--- src/rtl/hc165_reader.sv ---
// Scan controller for a 74HC165 PISO chain: drives PL/CP, samples Q7 MSB-first, publishes the word.
// Optional build macro DEBOUNCE_EN: publish only after two identical consecutive scans.
module hc165_reader #(
    parameter int WIDTH    = 16,
    parameter int CLK_DIV  = 25,
    parameter int SCAN_GAP = 1000
) (
    input  logic             clk,
    input  logic             rst,
    input  logic             en,
    input  logic             in165,
    output logic             load165,
    output logic             clk165,
    output logic [WIDTH-1:0] data,
    output logic             valid,
    output logic             busy
);
    localparam int DW = $clog2(CLK_DIV) + 1;
    localparam int GW = $clog2(SCAN_GAP) + 1;
    localparam int KW = $clog2(WIDTH) + 1;
    localparam logic [DW-1:0] DIV_LAST = DW'(CLK_DIV - 1);
    localparam logic [GW-1:0] GAP_LAST = GW'(SCAN_GAP - 1);
    localparam logic [KW-1:0] K_LAST   = KW'(WIDTH - 1);

    typedef enum logic [1:0] {IDLE, LOAD, SHIFT, DONE} state_t;

    state_t           state_q, state_d;
    logic [DW-1:0]    div_q, div_d;
    logic [GW-1:0]    gap_q, gap_d;
    logic [KW-1:0]    k_q, k_d;
    logic             high_q, high_d;
    logic [WIDTH-1:0] shreg_q, shreg_d;
    logic [WIDTH-1:0] data_q, data_d;
    logic             valid_q, valid_d;
    logic             load_q, load_d;
    logic             clk_q, clk_d;
    logic             busy_q, busy_d;
`ifdef DEBOUNCE_EN
    logic [WIDTH-1:0] prev_q, prev_d;
`endif

    always_comb begin
        state_d = state_q;
        div_d   = div_q;
        gap_d   = gap_q;
        k_d     = k_q;
        high_d  = high_q;
        shreg_d = shreg_q;
        data_d  = data_q;
        valid_d = 1'b0;
`ifdef DEBOUNCE_EN
        prev_d  = prev_q;
`endif
        case (state_q)
            IDLE: begin
                // Gap counter saturates so a late en starts the scan on its first high cycle.
                if (gap_q != GAP_LAST) begin
                    gap_d = gap_q + 1'b1;
                end else if (en) begin
                    state_d = LOAD;
                    div_d   = '0;
                end
            end
            LOAD: begin
                if (div_q == DIV_LAST) begin
                    state_d = SHIFT;
                    div_d   = '0;
                    k_d     = '0;
                    high_d  = 1'b0;
                end else begin
                    div_d = div_q + 1'b1;
                end
            end
            SHIFT: begin
                if (div_q != DIV_LAST) begin
                    div_d = div_q + 1'b1;
                end else begin
                    div_d = '0;
                    if (!high_q) begin
                        shreg_d = {shreg_q[WIDTH-2:0], in165};
                        if (k_q == K_LAST) state_d = DONE;
                        else               high_d  = 1'b1;
                    end else begin
                        high_d = 1'b0;
                        k_d    = k_q + 1'b1;
                    end
                end
            end
            DONE: begin
                state_d = IDLE;
                gap_d   = '0;
`ifdef DEBOUNCE_EN
                prev_d = shreg_q;
                if (shreg_q == prev_q && shreg_q != data_q) begin
                    data_d  = shreg_q;
                    valid_d = 1'b1;
                end
`else
                data_d  = shreg_q;
                valid_d = 1'b1;
`endif
            end
            default: state_d = IDLE;
        endcase
        // Pin outputs are decoded from next state so the registered pins line up with the FSM.
        load_d = (state_d != LOAD);
        clk_d  = (state_d == SHIFT) && high_d;
        busy_d = (state_d != IDLE);
    end

    always_ff @(posedge clk) begin
        if (rst) begin
            state_q <= IDLE;
            div_q   <= '0;
            gap_q   <= '0;
            k_q     <= '0;
            high_q  <= 1'b0;
            shreg_q <= '0;
            data_q  <= '0;
            valid_q <= 1'b0;
            load_q  <= 1'b1;
            clk_q   <= 1'b0;
            busy_q  <= 1'b0;
`ifdef DEBOUNCE_EN
            prev_q  <= '0;
`endif
        end else begin
            state_q <= state_d;
            div_q   <= div_d;
            gap_q   <= gap_d;
            k_q     <= k_d;
            high_q  <= high_d;
            shreg_q <= shreg_d;
            data_q  <= data_d;
            valid_q <= valid_d;
            load_q  <= load_d;
            clk_q   <= clk_d;
            busy_q  <= busy_d;
`ifdef DEBOUNCE_EN
            prev_q  <= prev_d;
`endif
        end
    end

    assign load165 = load_q;
    assign clk165  = clk_q;
    assign data    = data_q;
    assign valid   = valid_q;
    assign busy    = busy_q;
endmodule
--- config.mk ---
export PLATFORM = sky130hd
export DESIGN_NAME = hc165_reader
export DESIGN_NICKNAME = d
export VERILOG_FILES = /design/src/rtl/hc165_reader.sv
export SDC_FILE = /design/constraint.sdc
export NUM_CORES = 1
export LEC_CHECK = 0
export ABC_AREA = 1
export CAP_MARGIN = 10
export CORE_AREA = 5 5 73 88
export CTS_BUF_LIST = sky130_fd_sc_hd__clkbuf_16
export CTS_CLUSTER_DIAMETER = 40
export CTS_CLUSTER_SIZE = 28
export DETAILED_ROUTE_END_ITERATION = 10
export DIE_AREA = 0 0 78 93
export HOLD_SLACK_MARGIN = 0.12
export PLACE_DENSITY = 0.82
export SKIP_CTS_REPAIR_TIMING = 1
export SLEW_MARGIN = 20
export SYNTH_ARGS = -nofsm -noshare
export SYNTH_HDL_FRONTEND = slang
export SYNTH_SLANG_ARGS = --single-unit
export TNS_END_PERCENT = 20
--- constraint.sdc ---
create_clock -name clk -period 1.71 [get_ports clk]
set_input_delay 0.342 -clock clk [delete_from_list [all_inputs] [get_ports clk]]
set_output_delay 0.342 -clock clk [all_outputs]
set_load 0.05 [all_outputs]
==> metrics.md <==
| Metric | Value |
|---|---|
| Lkg Pwr | `1.688 nW` |
| Sum Neg Setup Slack | `0 ns` |
| Via count | `around 2,600` |
| Initial core utilization | `52.18%` |
| Root buf cell | `clkbuf_16` |
| CP endpoint kind | `flop` |
| CP Launch Type | `flop` |
| Clock Latency Late Sink | `0.33 ns` |
| IO Port Bufs | `23` |
| Number of global-route vias before repair | `around 2,500` |
| Hold_ws | `0.4665 ns` |
| Mapped cell area | `2879 µm²` |
| Net count after synthesis | `approximately 430` |
| Fin crit period | `1.623 ns` |
| Final Skew | `0.006611 ns` |
| Netlist cell types | `29` |
| Worst vdd ir | `951.4 µV` |
| Commonest non-fill, non-tap cell in the layout | `nor2_1` |
| Die area | `7254 µm²` |
| Post-route DRC | `0` |
| Arr. time, crit path | `between 1.5 and 2 ns` |
| Fin crit share | `94.91%` |
| Worst slew margin | `~80%` |
| Clock sink count | `approximately 60` |
| Max Clk Rate | `616.2 MHz` |
| CORE AREA | `5518 µm²` |
| CP max-delay cell | `dfxtp_1` |
| Inserted Diodes | `0` |
| Initial antenna violation count | `0` |
| Hold crit path type | `reg2reg` |
| First-pass GRT wire length | `between 10 and 15 mm` |
| Htree depth | `3` |
| Yosys Warn Count | `0` |
| Final Hold Viols | `0` |
| Area growth from synthesis to final layout | `20.51%` |
| Final Power | `between 3 and 4 mW` |
| Post-DP HPWL | `4.089 mm` |
| Initial DRC count | `202` |
| Final setup fails | `0` |
| Crit Path Class | `reg2reg` |
| DIE HEIGHT | `roughly 93 µm` |
| Sequential area share after synthesis | `roughly 42%` |
| PD cells | `977.7 nW/µm²` |
| Max FO, Critical Path | `12` |
| Clk buf depth | `2` |
| DR vias/cell | `5.201` |
| Worst setup margin | `0.08711 ns` |
| WL/cell | `12.24 µm` |
| Gate count after technology mapping | `410` |
| Commonest cells after routing, fill and taps aside | `nor2_1 (99), nand2_1 (66), dfxtp_1 (60), o21ai_0 (38), inv_1 (35)` |
| Max-slew violation count | `0` |
| NumNets Final | `455` |
| Cell row count | `30` |
| Worst path required time | `1.98 ns` |
| Status | `completed` |
| Largest net degree at the start of global routing | `34` |
| Fraction of layout cells with a size suffix above 1 | `15.32%` |
| Max stage delay on crit path | `0.39 ns` |
| Drt pass-1 iters | `4` |
| Post-layout util | `62.88%` |
| Synthesized area per cell | `7.022 µm²` |
| Total track usage | `17.83%` |
| Most frequent cell on the critical path | `nand2_1` |
| CTS Buf Count | `9` |
| Routed WL | `6.218 mm` |
| Max_cap viols | `0` |
| CTS tree | `done` |
| Setup slack at placement | `-0.002313 ns` |
| Routed Antenna Nets | `0` |
| Yosys reg bits | `61` |
| Overflow after GRT | `0` |
| Die width | `a little under 80 µm` |
| Clock transition at path regs | `0.05 ns` |
| Io pins | `24` |
| Critical path cell sequence | `inv_2, ha_1, or2_0, nand2_4, nand2_1, nand2_1, nand2_1, nor2_1` |
| GP Congestion | `0.8650` |
| Least-Margin Pin Slew | `0.3298 ns` |
## through the flow
step           instances  instance area (µm²)
2_1_floorplan        410                 2879
3_3_place_gp         493                 3129
3_5_place_dp         493                 3129
4_1_cts              508                 3443
5_1_grt              508                 3470
6_report             508                 3470
## worst max-delay path: cells and delay by family, from the launching register on
kind                     cells  cell delay [ns]
adder cells (fa/ha/maj)      1             0.28
flip-flops                   1             0.39
AND/OR/NAND/NOR              6             0.79
buffers and inverters        1             0.08
## kinds of logic (layout without fill, tap and decap cells)
family	after synthesis	count (layout)	synth area share [%]
XOR/XNOR	4	4	1.217
buffers and inverters	56	90	8.692
AND/OR/NAND/NOR	221	221	32.51
flip-flops	61	61	42.42
AO/OA/AOI/OAI	57	57	10.39
adder cells (fa/ha/maj)	11	11	4.780
## metal layers
layer	track usage, %	vias up	wire, µm
li1	-	1364	-
met1	20.30	1209	2693
met2	29.39	62	3074
met3	5.588	7	364
met4	9.859	0	86
met5	0	-	0
## Yosys cell counts (all sizes together)
library cell    n  area, µm²
a21o            1      7.510
a21oi          15      75.07
buf             9      73.81
clkbuf          7      26.28
clkinv          1      3.750
dfxtp          61       1221
ha             11      137.6
inv            39      146.4
nand2          72      287.8
nand3          31      155.2
nand3b          1      7.510
nand4           7      50.05
nor2          105      409.1
nor3            4      20.02
o211a           1      10.01
o21ai          39      198.9
o21bai          1      7.510
or2             1      6.260
xor2            4      35.03
## worst paths after layout
path / startpoint / endpoint / slack, ns / depth (start not counted)
max: state_q[0]$_SDFF_PP0_ / gap_q[4]$_SDFFE_PP0P_ / 0.09 / 8
max reg2reg: state_q[0]$_SDFF_PP0_ / gap_q[4]$_SDFFE_PP0P_ / 0.09 / 8
min reg2reg: k_q[4]$_SDFFE_PP0P_ / k_q[4]$_SDFFE_PP0P_ / 0.47 / 2
min: k_q[4]$_SDFFE_PP0P_ / k_q[4]$_SDFFE_PP0P_ / 0.47 / 2
## cell type report
type / instances / area, µm²
clock buffer: 9 / 225.2
clock inverter: 6 / 88.84
fill: 459 / 2048
inverter: 40 / 150.1
multi-input combinational: 293 / 1433
sequential: 61 / 1222
tap: 64 / 80.08
timing repair buffer: 35 / 270.3
## report_power, final
part	switching [mW]	internal [mW]	leakage (nW)	total, mW
clock	0.636	1.26	0.147	1.90
combinational	0.0330	0.0237	1.05	0.0567
sequential	0.00597	1.43	0.492	1.43
## flip-flops by register name, indices dropped and copies added, names as in the netlist
signal / cells
data: 16
shreg_q: 16
gap_q: 11
div_q: 6
k_q: 5
state_q: 2
busy: 1
clk165: 1
high_q: 1
load165: 1
valid: 1
Note: power is estimated with default switching activity, not from simulation.
==> edit 1: new RTL, same settings <==
Reset style: asynchronous (`rst`), changed in one clocked block.
--- a/src/rtl/hc165_reader.sv
+++ b/src/rtl/hc165_reader.sv
@@ -109,5 +109,5 @@
     end
 
-    always_ff @(posedge clk) begin
+    always_ff @(posedge clk or posedge rst) begin
         if (rst) begin
             state_q <= IDLE;
Check against the original RTL: no difference found for any inputs over 10 cycles, from zero or initial values and one cycle with rst high; that may be too few to reach the edited logic, so the function may still have changed.
==> edit 1 against the unedited design <==
  * Hold slack lost 0.12 ns
  * Total power grew 3.8%
  * Non-clock buffer count is 3 lower
  * Final area grew 7.4%
  * Sequential cell count unchanged
  * Synthesized area up 6.3%
  * Setup slack improved by 0.057 ns
  * Routed wire length fell by 1.3%
  * Largest cell class is now sequential cells
  * Highest routed layer unchanged
==> edit 1: results (changes against the unedited design) <==
Status
• **status** complete, no violations

Route
• **DR vias/cell** 5.24, +0.71%
• **sum of met3 wire segment lengths after detailed routing** 216 microns, -41%
• **met2 WL post-DR** 3.22 mm, +4.6%
• **Iteration-0 DRC Markers** 104, -49%

Finish
• **fraction of final layout cells sized beyond drive strength 1** 19.9%, +4.5 points
• **layout net count** 413, -9.2%

Synth
• **sequential element share of the synthesized area** 49.9%, +7.5 points
• **fraction of synthesis flops using an asynchronous set or reset pin** 100%, +100 points
• **post-synth cell types** 32, +10%
• **share of the synthesized area in compound gates (AO/OA/AOI/OAI)** 9.53%, -0.86 points
• **synthesized area divided by synthesized cell count** 8.36 sq um, +19%
• **most frequent cells after synthesis** sky130_fd_sc_hd__nand2_1, sky130_fd_sc_hd__dfrtp_1, sky130_fd_sc_hd__inv_1
• **Post-Synth XOR/XNOR Area** 0.859%, -0.36 points
• **predominant post-synthesis flop cell** sky130_fd_sc_hd__dfrtp_1

Power
• **switching share of power** 18.3%, -1.6 points
• **Psw** 0.646 mW, -4.4%

Placed design
• **routability congestion estimate from global placement** 0.886, +2.5%
• **cell count after placement** 452, -8.3%

Critical path
• **worst r2r path cells** 9, +1
• **critical path's top delay family** flip-flops
• **crit path to** shreg_q[15]
• **Max Fanout on Critical Path** 32, +20
• **data arrival time of the worst path** 1.81 ns, -0.08 ns

Global routing
• **global-route wire length before repair** 11.0 mm, +5.2%

Timing
• **slew at the pin closest to its max-slew limit** 0.390 ns, +0.0598 ns

-- edit 1: stage by stage --
stage                     utilization, %  instance area (sq um)
after floorplan                        -                   3060
after global placement              61.3                   3380
after detailed placement            61.3                   3380
after CTS                           67.4                   3720
after global routing                67.5                   3730
final                               67.5                   3730
-- edit 1: worst min-delay path by stage --
stage,start,endpoint,slack (ns)
2_1_floorplan,rst,busy,0.45
4_1_cts,rst,data[12],0.35
3_5_place_dp,data[15],data[15],0.46
3_3_place_gp,data[15],data[15],0.46
5_1_grt,rst,data[12],0.38
6_report,rst,data[15],0.35
-- edit 1: cell type report --
class,count,area share [%]
tap,64,2.15
clock inverter,6,3.02
clock buffer,9,6.04
multi-input combinational,247,34.9
sequential,61,41.0
timing repair buffer,32,7.99
inverter,48,4.94
-- edit 1: routing by layer --
metal / up-vias / GRT usage [%]
met2: 38 / 33.6
met3: 16 / 5.49
met1: 1155 / 21.3
met4: 0 / 9.44
met5: - / 0
li1: 1237 / -
==> edit 2: new RTL, config.mk and constraints unchanged <==
Without the edit above. `CLK_DIV`: 25 -> 50.
--- a/src/rtl/hc165_reader.sv
+++ b/src/rtl/hc165_reader.sv
@@ -3,5 +3,5 @@
 module hc165_reader #(
     parameter int WIDTH    = 16,
-    parameter int CLK_DIV  = 25,
+    parameter int CLK_DIV  = 50,
     parameter int SCAN_GAP = 1000
 ) (
Check against the original RTL: no difference found for any inputs over 10 cycles, from zero or initial values and one cycle with rst high; that may be too few to reach the edited logic, so the function may still have changed.
==> edit 2 against the unedited design <==
  * Synthesized area is 4.4% higher
  * Utilization is 3.4 points higher
  * Total power is 3.9% higher
  * Final area is 5.5% higher
  * Count of clock-buffer cells in the layout stayed put
  * Sequential share of layout area is 1.2 points lower
  * Sequential cell count is 1 higher
  * Maximum frequency is 1.1% higher
  * Setup slack better by 0.018 ns
  * Routed wire length is 7.4% higher
  * Critical endpoint is now k_q[3]
  * Largest power group unchanged
==> edit 2: results (changes against the unedited design) <==
Status
• **status** complete, no violations

Critical path
• **r2r setup slk** 0.11 ns, +0.02 ns
• **Critical Path Start** div_q[1]
• **Critical Path Max Stage Delay** 0.31 ns, -0.08 ns
• **crit path to** k_q[3]

Global routing
• **met2 GRT Util** 34.2%, +4.8 points
• **met3 Use GR** 4.72%, -0.87 points
• **global routing usage summed across all routing layers** 19.2%, +1.4 points
• **number of global-route vias before repair** 2635, +6.4%
• **global-route wire length before repair** 11.4 mm, +8.9%

Placed design
• **half-perimeter wire length after detailed placement** 4.43 mm, +8.3%
• **cell count after placement** 505, +2.4%
• **placement-stage worst setup slack** 0.00325 ns, +0.00556 ns

Timing
• **slew at the pin closest to its max-slew limit** 0.426 ns, +0.0966 ns

Finish
• **Filler Cell Count** 432, -5.9%
• **multi-input combinational gate total** 296, +1.0%
• **Register Area** 1240 sq um, +1.7%
• **combined area of the multi-input logic cells** 1520 sq um, +6.2%
• **number of buffers other than clock buffers in the final layout** 36, +2.9%
• **non-filler cells, final** 522, +2.8%
• **clock-cell share of area** 9.03%, -0.026 points

Synth
• **sequential element share of the synthesized area** 41.3%, -1.1 points
• **post-synth cell types** 35, +21%

Route
• **drt first pass iters** 5, +1
• **met2 WL post-DR** 3.42 mm, +11%
• **met1 wire length** 2.90 mm, +7.6%
• **average wire per cell in the routed design** 12.8 microns, +4.5%
• **sum of met3 wire segment lengths after detailed routing** 262 microns, -28%

Power
• **switching share of power** 21.3%, +1.4 points
• **VDD IR-drop max** 0.000748 V, -21%

-- edit 2: changes by cell type after synthesis, moves of 2 or more --
cell	delta
sky130_fd_sc_hd__nor3_1	-2
sky130_fd_sc_hd__inv_2	+5
sky130_fd_sc_hd__nand2_1	+9
sky130_fd_sc_hd__nand4_1	+2
sky130_fd_sc_hd__nand4_4	+2
sky130_fd_sc_hd__nand3_1	-11
sky130_fd_sc_hd__o21ai_0	-10
sky130_fd_sc_hd__o21ai_1	+11
sky130_fd_sc_hd__nand3_2	+3
sky130_fd_sc_hd__nor2_1	-3
sky130_fd_sc_hd__a21oi_1	-2
-- edit 2: logic make-up after synthesis --
kind of cell | count (synthesis) | synth area share [%]
and+or+nand+nor | 226 | 34.6
buffers and inverters | 62 | 8.95
DFF | 62 | 41.3
AOI/OAI and AO/OA | 56 | 9.70
adders and majority gates | 11 | 4.58
xor gates and xnor gates | 3 | 0.874
